`src/rtl/vdp_arb_pkg.sv`:
```
// Shared types and helpers for the super-res VRAM slot arbiter.
// Owner encoding, slot phase constants, bus payload struct and lane helpers.
package vdp_arb_pkg;

  localparam int unsigned CX_W = 10;

  typedef enum logic [1:0] {
    OWN_IDLE = 2'd0,
    OWN_DISP = 2'd1,
    OWN_CPU  = 2'd2,
    OWN_CMD  = 2'd3
  } owner_t;

  localparam logic [1:0] SLOT_PHASE_0 = 2'd0;
  localparam logic [1:0] SLOT_PHASE_1 = 2'd1;
  localparam logic [1:0] SLOT_PHASE_2 = 2'd2;
  localparam logic [1:0] SLOT_PHASE_3 = 2'd3;

  // Write-side payload launched at slot start.
  typedef struct packed {
    logic        we;
    logic [3:0]  be;
    logic [31:0] wdata;
  } vram_wr_t;

  function automatic logic [3:0] lane_be(input logic [1:0] lane);
    return 4'b0001 << lane;
  endfunction

  function automatic logic [15:0] sat_inc(input logic [15:0] v);
    return (v == 16'hFFFF) ? v : v + 16'd1;
  endfunction

endpackage

```
`src/rtl/vdp_arb_rr2.sv`:
```
// Two-requester round-robin picker (CPU vs command) owning the preference pointer.
// The pointer only moves when both requesters contend in an arbitrated slot.
module vdp_arb_rr2 #(
  parameter bit CMD_FIRST = 1'b0
) (
  input  logic clk,
  input  logic reset,
  input  logic advance,
  input  logic req_cpu,
  input  logic req_cmd,
  output logic grant_cpu_c,
  output logic grant_cmd_c
);

  logic prefer_cmd;
  logic contested;

  assign contested   = req_cpu && req_cmd;
  assign grant_cpu_c = advance && req_cpu && !(contested && prefer_cmd);
  assign grant_cmd_c = advance && req_cmd && !(contested && !prefer_cmd);

  always_ff @(posedge clk) begin
    if (reset) begin
      prefer_cmd <= CMD_FIRST;
    end else if (advance && contested) begin
      prefer_cmd <= !prefer_cmd;
    end
  end

endmodule

```
`src/rtl/vdp_super_vram_arbiter.sv`:
```
// Slot scheduler for the shared 32-bit VRAM port: refresh, display, CPU, command.
// Optional slot counters enabled by defining VDP_ARB_PERF_COUNTERS_EN.
module vdp_super_vram_arbiter
  import vdp_arb_pkg::*;
#(
  parameter int unsigned ADDR_W    = 18,
  parameter int unsigned REFRESH_X = 720,
  parameter bit          CMD_FIRST = 1'b0
) (
  input  logic              clk,
  input  logic              reset,
  input  logic              vdp_super,
  input  logic              super_res_drawing,
  input  logic [CX_W-1:0]   cx,
  input  logic [ADDR_W-1:0] disp_addr,
  input  logic              cpu_req,
  input  logic              cpu_we,
  input  logic [ADDR_W-1:0] cpu_addr,
  input  logic [7:0]        cpu_wdata,
  output logic              cpu_ack,
  output logic [7:0]        cpu_rdata,
  input  logic              cmd_req,
  input  logic              cmd_we,
  input  logic [ADDR_W-1:0] cmd_addr,
  input  logic [31:0]       cmd_wdata,
  input  logic [3:0]        cmd_be,
  output logic              cmd_ack,
  output logic [31:0]       cmd_rdata,
  output logic [ADDR_W-1:0] vram_addr,
  output logic              vram_we,
  output logic [3:0]        vram_be,
  output logic [31:0]       vram_wdata,
  output logic              vram_refresh,
  input  logic [31:0]       vram_rdata,
`ifdef VDP_ARB_PERF_COUNTERS_EN
  output logic [15:0]       perf_disp,
  output logic [15:0]       perf_cpu,
  output logic [15:0]       perf_cmd,
  output logic [15:0]       perf_idle,
`endif
  output logic [1:0]        owner
);

  localparam logic [CX_W-1:0] REFRESH_CX = CX_W'(REFRESH_X);

  logic [1:0]        phase;
  logic              slot_start;
  logic              refresh_slot;
  logic              disp_slot;
  logic              arb_slot;
  logic              grant_cpu_c;
  logic              grant_cmd_c;
  owner_t            owner_q;
  owner_t            next_owner;
  logic [ADDR_W-1:0] next_addr;
  vram_wr_t          next_wr;
  logic              wr_q;
  logic [7:0]        rd_byte;

  assign phase        = cx[1:0];
  assign slot_start   = (phase == SLOT_PHASE_0);
  assign refresh_slot = (cx == REFRESH_CX);
  assign disp_slot    = vdp_super && super_res_drawing;
  assign arb_slot     = slot_start && !refresh_slot && !disp_slot;
  assign owner        = owner_q;

  // Byte lane of the CPU access is still held on vram_addr at capture time.
  assign rd_byte = vram_rdata[{vram_addr[1:0], 3'b000} +: 8];

  vdp_arb_rr2 #(
    .CMD_FIRST (CMD_FIRST)
  ) u_rr2 (
    .clk         (clk),
    .reset       (reset),
    .advance     (arb_slot),
    .req_cpu     (cpu_req),
    .req_cmd     (cmd_req),
    .grant_cpu_c (grant_cpu_c),
    .grant_cmd_c (grant_cmd_c)
  );

  // Slot owner and bus payload, valid on slot-start clocks.
  always_comb begin
    next_owner = OWN_IDLE;
    next_addr  = '0;
    next_wr    = '0;
    if (!refresh_slot) begin
      if (disp_slot) begin
        next_owner = OWN_DISP;
        next_addr  = disp_addr;
      end else if (grant_cpu_c) begin
        next_owner    = OWN_CPU;
        next_addr     = cpu_addr;
        next_wr.we    = cpu_we;
        next_wr.be    = lane_be(cpu_addr[1:0]);
        next_wr.wdata = {4{cpu_wdata}};
      end else if (grant_cmd_c) begin
        next_owner    = OWN_CMD;
        next_addr     = cmd_addr & ~ADDR_W'(2'b11);
        next_wr.we    = cmd_we;
        next_wr.be    = cmd_be;
        next_wr.wdata = cmd_wdata;
      end
    end
  end

  always_ff @(posedge clk) begin
    if (reset) begin
      owner_q      <= OWN_IDLE;
      wr_q         <= 1'b0;
      vram_addr    <= '0;
      vram_we      <= 1'b0;
      vram_be      <= '0;
      vram_wdata   <= '0;
      vram_refresh <= 1'b0;
      cpu_ack      <= 1'b0;
      cpu_rdata    <= '0;
      cmd_ack      <= 1'b0;
      cmd_rdata    <= '0;
    end else begin
      vram_we      <= 1'b0;
      vram_refresh <= 1'b0;
      cpu_ack      <= 1'b0;
      cmd_ack      <= 1'b0;
      case (phase)
        SLOT_PHASE_0: begin
          owner_q      <= next_owner;
          wr_q         <= next_wr.we;
          vram_addr    <= next_addr;
          vram_we      <= next_wr.we;
          vram_be      <= next_wr.be;
          vram_wdata   <= next_wr.wdata;
          vram_refresh <= refresh_slot;
        end
        // Read data lands here; ack shows in the last slot clock.
        SLOT_PHASE_2: begin
          if (owner_q == OWN_CPU) begin
            cpu_ack <= 1'b1;
            if (!wr_q) cpu_rdata <= rd_byte;
          end
          if (owner_q == OWN_CMD) begin
            cmd_ack <= 1'b1;
            if (!wr_q) cmd_rdata <= vram_rdata;
          end
        end
        SLOT_PHASE_1, SLOT_PHASE_3: begin
        end
      endcase
    end
  end

`ifdef VDP_ARB_PERF_COUNTERS_EN
  // Per-owner slot counts, restarted at each line's refresh slot.
  always_ff @(posedge clk) begin
    if (reset) begin
      perf_disp <= '0;
      perf_cpu  <= '0;
      perf_cmd  <= '0;
      perf_idle <= '0;
    end else if (slot_start) begin
      if (refresh_slot) begin
        perf_disp <= '0;
        perf_cpu  <= '0;
        perf_cmd  <= '0;
        perf_idle <= '0;
      end else begin
        case (next_owner)
          OWN_DISP: perf_disp <= sat_inc(perf_disp);
          OWN_CPU:  perf_cpu  <= sat_inc(perf_cpu);
          OWN_CMD:  perf_cmd  <= sat_inc(perf_cmd);
          OWN_IDLE: perf_idle <= sat_inc(perf_idle);
        endcase
      end
    end
  end
`endif

endmodule

```
`config.mk`:
```
export PLATFORM = sky130hd
export DESIGN_NAME = vdp_super_vram_arbiter
export DESIGN_NICKNAME = d
export VERILOG_FILES = /design/src/rtl/vdp_arb_pkg.sv /design/src/rtl/vdp_arb_rr2.sv /design/src/rtl/vdp_super_vram_arbiter.sv
export SDC_FILE = /design/constraint.sdc
export NUM_CORES = 1
export LEC_CHECK = 0
export CAP_MARGIN = 20
export CORE_ASPECT_RATIO = 1.1
export CORE_MARGIN = 5
export CORE_UTILIZATION = 39
export CTS_CLUSTER_SIZE = 40
export DETAILED_ROUTE_END_ITERATION = 7
export PLACE_DENSITY = 0.77
export SETUP_SLACK_MARGIN = 0.02
export SYNTH_ARGS = -nofsm -noshare
export SYNTH_HDL_FRONTEND = slang
export SYNTH_SLANG_ARGS = --single-unit
```
`constraint.sdc`:
```
create_clock -name clk -period 2.03 [get_ports clk]
set_input_delay 0.203 -clock clk [delete_from_list [all_inputs] [get_ports clk]]
set_output_delay 0.203 -clock clk [all_outputs]
set_load 0.05 [all_outputs]
```
==> results of run 1 <==
-- synthesized netlist by cell type --
| cell | instances |
|---|---|
| dfxtp_1 | 102 |
| or2_1 | 1 |
| and4b_1 | 1 |
| a21boi_0 | 1 |
| a22o_1 | 2 |
| a2111o_1 | 1 |
| nor3b_1 | 1 |
| and2_1 | 9 |
| nand2_1 | 140 |
| and2_0 | 1 |
| a221oi_1 | 12 |
| and3_1 | 1 |
| nand3b_1 | 1 |
| inv_1 | 1 |
| nor3_1 | 4 |
| or3b_2 | 1 |
| mux4_2 | 8 |
| a31oi_1 | 1 |
| a21oi_1 | 75 |
| buf_2 | 9 |
| nand3_1 | 17 |
| nor2_1 | 3 |
| nor3b_2 | 1 |
| clkbuf_1 | 25 |
| a21o_1 | 2 |
| o21ai_0 | 54 |
| a32oi_1 | 2 |
| a211oi_4 | 1 |
| clkbuf_2 | 3 |
| nor2b_1 | 1 |
| nand2b_1 | 1 |
| nor4b_4 | 1 |
| buf_1 | 3 |
| a2bb2oi_1 | 2 |
| or3_1 | 1 |
| a21oi_4 | 1 |
| buf_6 | 2 |
| a21bo_2 | 1 |
| a221oi_2 | 20 |
| o211ai_1 | 2 |
-- path summary, 6_finish.rpt --
path                                  startpoint             end  slack [ns]  cells past startpoint
worst max register to register  u_rr2.prefer_cmd   vram_addr[10]        0.51                      6
worst min-delay path                       reset      vram_be[3]        0.37                      4
worst max-delay path                    owner[0]        owner[0]        0.17                      1
worst min register to register    vram_wdata[25]  vram_wdata[25]        0.45                      2
-- per-layer routing --
layer	vias up	share of wire, %	global-route usage, %
met5	-	0	0
met4	0	3.5	9.810
met3	43	8.8	7.452
met2	227	49	40.72
met1	2280	38	27.46
li1	2323	-	-
-- cell usage in the layout (no fill, tap or decap), types with 4 or more instances in the layout --
cell / count
clkdlybuf4s50_1: 242
nand2_1: 140
dfxtp_1: 102
a21oi_1: 75
o21ai_0: 54
buf_4: 27
a221oi_2: 20
nand3_1: 17
a221oi_1: 12
clkbuf_16: 9
and2_1: 8
mux4_2: 8
nor3_1: 4
buf_12: 4
-- cell type report --
| type | count | area share, % |
|---|---|---|
| tap | 147 | 2.479 |
| clock inverter | 6 | 0.6072 |
| multi-input combinational | 370 | 29.58 |
| inverter | 1 | 0.05060 |
| sequential | 102 | 27.53 |
| timing repair buffer | 274 | 36.53 |
| clock buffer | 10 | 3.221 |
-- registers in the layout, indices dropped and copies added, names as in the netlist --
name              cells
vram_be               4
vram_refresh          1
vram_we               1
cpu_ack               1
cmd_rdata            32
owner                 2
u_rr2.prefer_cmd      1
vram_addr            18
vram_wdata           32
wr_q                  1
cpu_rdata             8
cmd_ack               1
-- power breakdown --
group	switching (mW)	internal, mW	total [mW]
combinational	0.440	0.446	0.886
sequential	0.0312	2.04	2.07
clock	0.776	0.874	1.65
total	1.25	3.36	4.61
-- stage by stage --
| step | total power, mW | util, % | setup WS (ns) | setup TNS [ns] |
|---|---|---|---|---|
| 4_1_cts | 4.647 | 67.38 | 0.1674 | 0 |
| 5_1_grt | 4.797 | 67.38 | 0.1326 | 0 |
| 3_5_place_dp | 2.999 | 64.52 | -0.3473 | -4.856 |
| 2_1_floorplan | 2.515 | - | 0.1258 | 0 |
| 3_3_place_gp | 2.982 | 64.52 | -0.2578 | -2.779 |
| 6_report | 4.611 | 67.38 | 0.1715 | 0 |
-- cell families after synthesis --
family / synth area share [%]
and+or+nand+nor: 18.21
DFF: 46.15
AOI/OAI and AO/OA: 27.23
buffers and inverters: 4.327
muxes: 4.072
==> summary.md, run 1 <==
| Metric | Value |
|---|---|
| Clock Tree Buf Depth | `2` |
| Design area | `between 7000 and 8000 um2` |
| Drt initial violations | `about 260` |
| Worst Tran Pin Value | `between 0.8 and 0.9 ns` |
| Rel. slew slack | `about 43%` |
| Reg clk slew, reported paths | `~0.07 ns` |
| Placed cell count | `890` |
| Clk sinks | `102` |
| Full die area | `13,580 um2` |
| Share of cells above drive strength 1 | `~11%` |
| Final hold slack | `0.3675 ns` |
| Leakage | `2.495 nW` |
| FILL cells | `890` |
| DR WL/cell | `18.34 um` |
| RSZ-0062 raised after global routing | `false` |
| Pre-antenna DRT Iters | `5` |
| Max-cap violations | `0` |
| Vias per cell | `5.355` |
| Sequential Area | `2042 um2` |
| CP required | `1.83 ns` |
| Layout Cells excl Fill | `910` |
| Average size of a mapped cell | `8.591 um2` |
| VDD IR max | `0.4837 mV` |
| Final hold violation count | `0` |
| Antenna violations before repair | `0` |
| Port-buffer cells | `between 200 and 250` |
| Crit-path max FO | `8` |
| Clock root buffer | `clkbuf_16` |
| Rows | `40` |
| Final setup viols | `0` |
| ANT nets after route | `0` |
| Fin. max-slew vios | `0` |
| Cells after Synth | `515` |
| Drc violations | `0` |
| First-pass GRT wire length | `~26 mm` |
| Seq/Total Area, Yosys | `a little under half` |
| Post-synth top area share | `between 40% and 50%` |
| H-tree depth | `3` |
| Mapped cell area | `approximately 4400 um2` |
| Diodes inserted | `0` |
| Placed cell areas | `7104 um2` |
| Die extent in y | `121.7 um` |
| Multi-input logic area | `2195 um2` |
| # resized after CTS | `0` |
| Total gr overflow | `0` |
| Final Skew | `approximately 0.0048 ns` |
| Min cycle time layout | `~1.9 ns` |
| Leading post-synthesis cells by cell area | `dfxtp_1 (46%), nand2_1 (12%), a21oi_1 (8.5%), a221oi_2 (6.8%), o21ai_0 (6.1%)` |
| Die width | `111.6 um` |
| Hold Buf Count CTS | `0` |
| Inserted Clock Buffers | `9` |
| Critical Path Max Stage Delay | `approximately 0.86 ns` |
| Crit path max-delay cell type | `clkdlybuf4s50_1` |
| Synth area leader | `dfxtp_1` |
| # IOs | `248` |
| Dpl hpwl | `12.86 mm` |
| Type of origin of the critical path | `flip-flop` |
| Initial Util | `40.18%` |
| GP Congestion | `just under 0.9` |
| Synth Net Count | `663` |
| CP Capture Type | `output port` |
| Final worst-path cycle share | `just over 90%` |
| Largest net degree at the start of global routing | `42` |
| Synthesized flop and latch total | `102` |
| Worst-skew pair later-pin latency | `0.34 ns` |
| Worst min path class | `in2reg` |
| Nets@finish | `906` |
| Crit path DAT | `1.66 ns` |
| Crit path max-delay family | `buffers and inverters` |
| Buf/Inv on CP | `1` |
| Crit Path Category | `reg2out` |
| Warnings from Yosys | `0` |
| Core Area | `about 11,000 um2` |
| Netlist cell types | `40` |
| P per Cell Area | `621.5 nW/um2` |
| CP cell instances | `clkdlybuf4s50_1` |
| Peak Freq | `about 540 MHz` |
| GRT Overall Usage | `approximately a quarter` |
| Vias in the first global route | `~4,900` |
| Drt total wl | `16.69 mm` |
| CTS tree | `built` |
| Status | `completed` |
| Vias | `4,873` |
| Area delta synth->final | `67.68%` |
| Setup Fix Bufs, Post-CTS | `4` |
Power figures use the tool's default switching activity.
==> run 2: changes to the inputs <==
--- a/config.mk
+++ b/config.mk
@@ -13,6 +13,7 @@
 export DETAILED_ROUTE_END_ITERATION = 7
 export PLACE_DENSITY = 0.77
 export SETUP_SLACK_MARGIN = 0.02
+export SLEW_MARGIN = 20
 export SYNTH_ARGS = -nofsm -noshare
 export SYNTH_HDL_FRONTEND = slang
 export SYNTH_SLANG_ARGS = --single-unit
==> results of run 2 <==
The final DEF is identical to that of run 1; final timing and power are the same.
==> run 3: changes to the inputs <==
--- a/config.mk
+++ b/config.mk
@@ -17,3 +17,4 @@
 export SYNTH_ARGS = -nofsm -noshare
 export SYNTH_HDL_FRONTEND = slang
 export SYNTH_SLANG_ARGS = --single-unit
+export TNS_END_PERCENT = 5
==> results of run 3 <==
The final DEF is identical to that of run 1; final timing and power are the same.
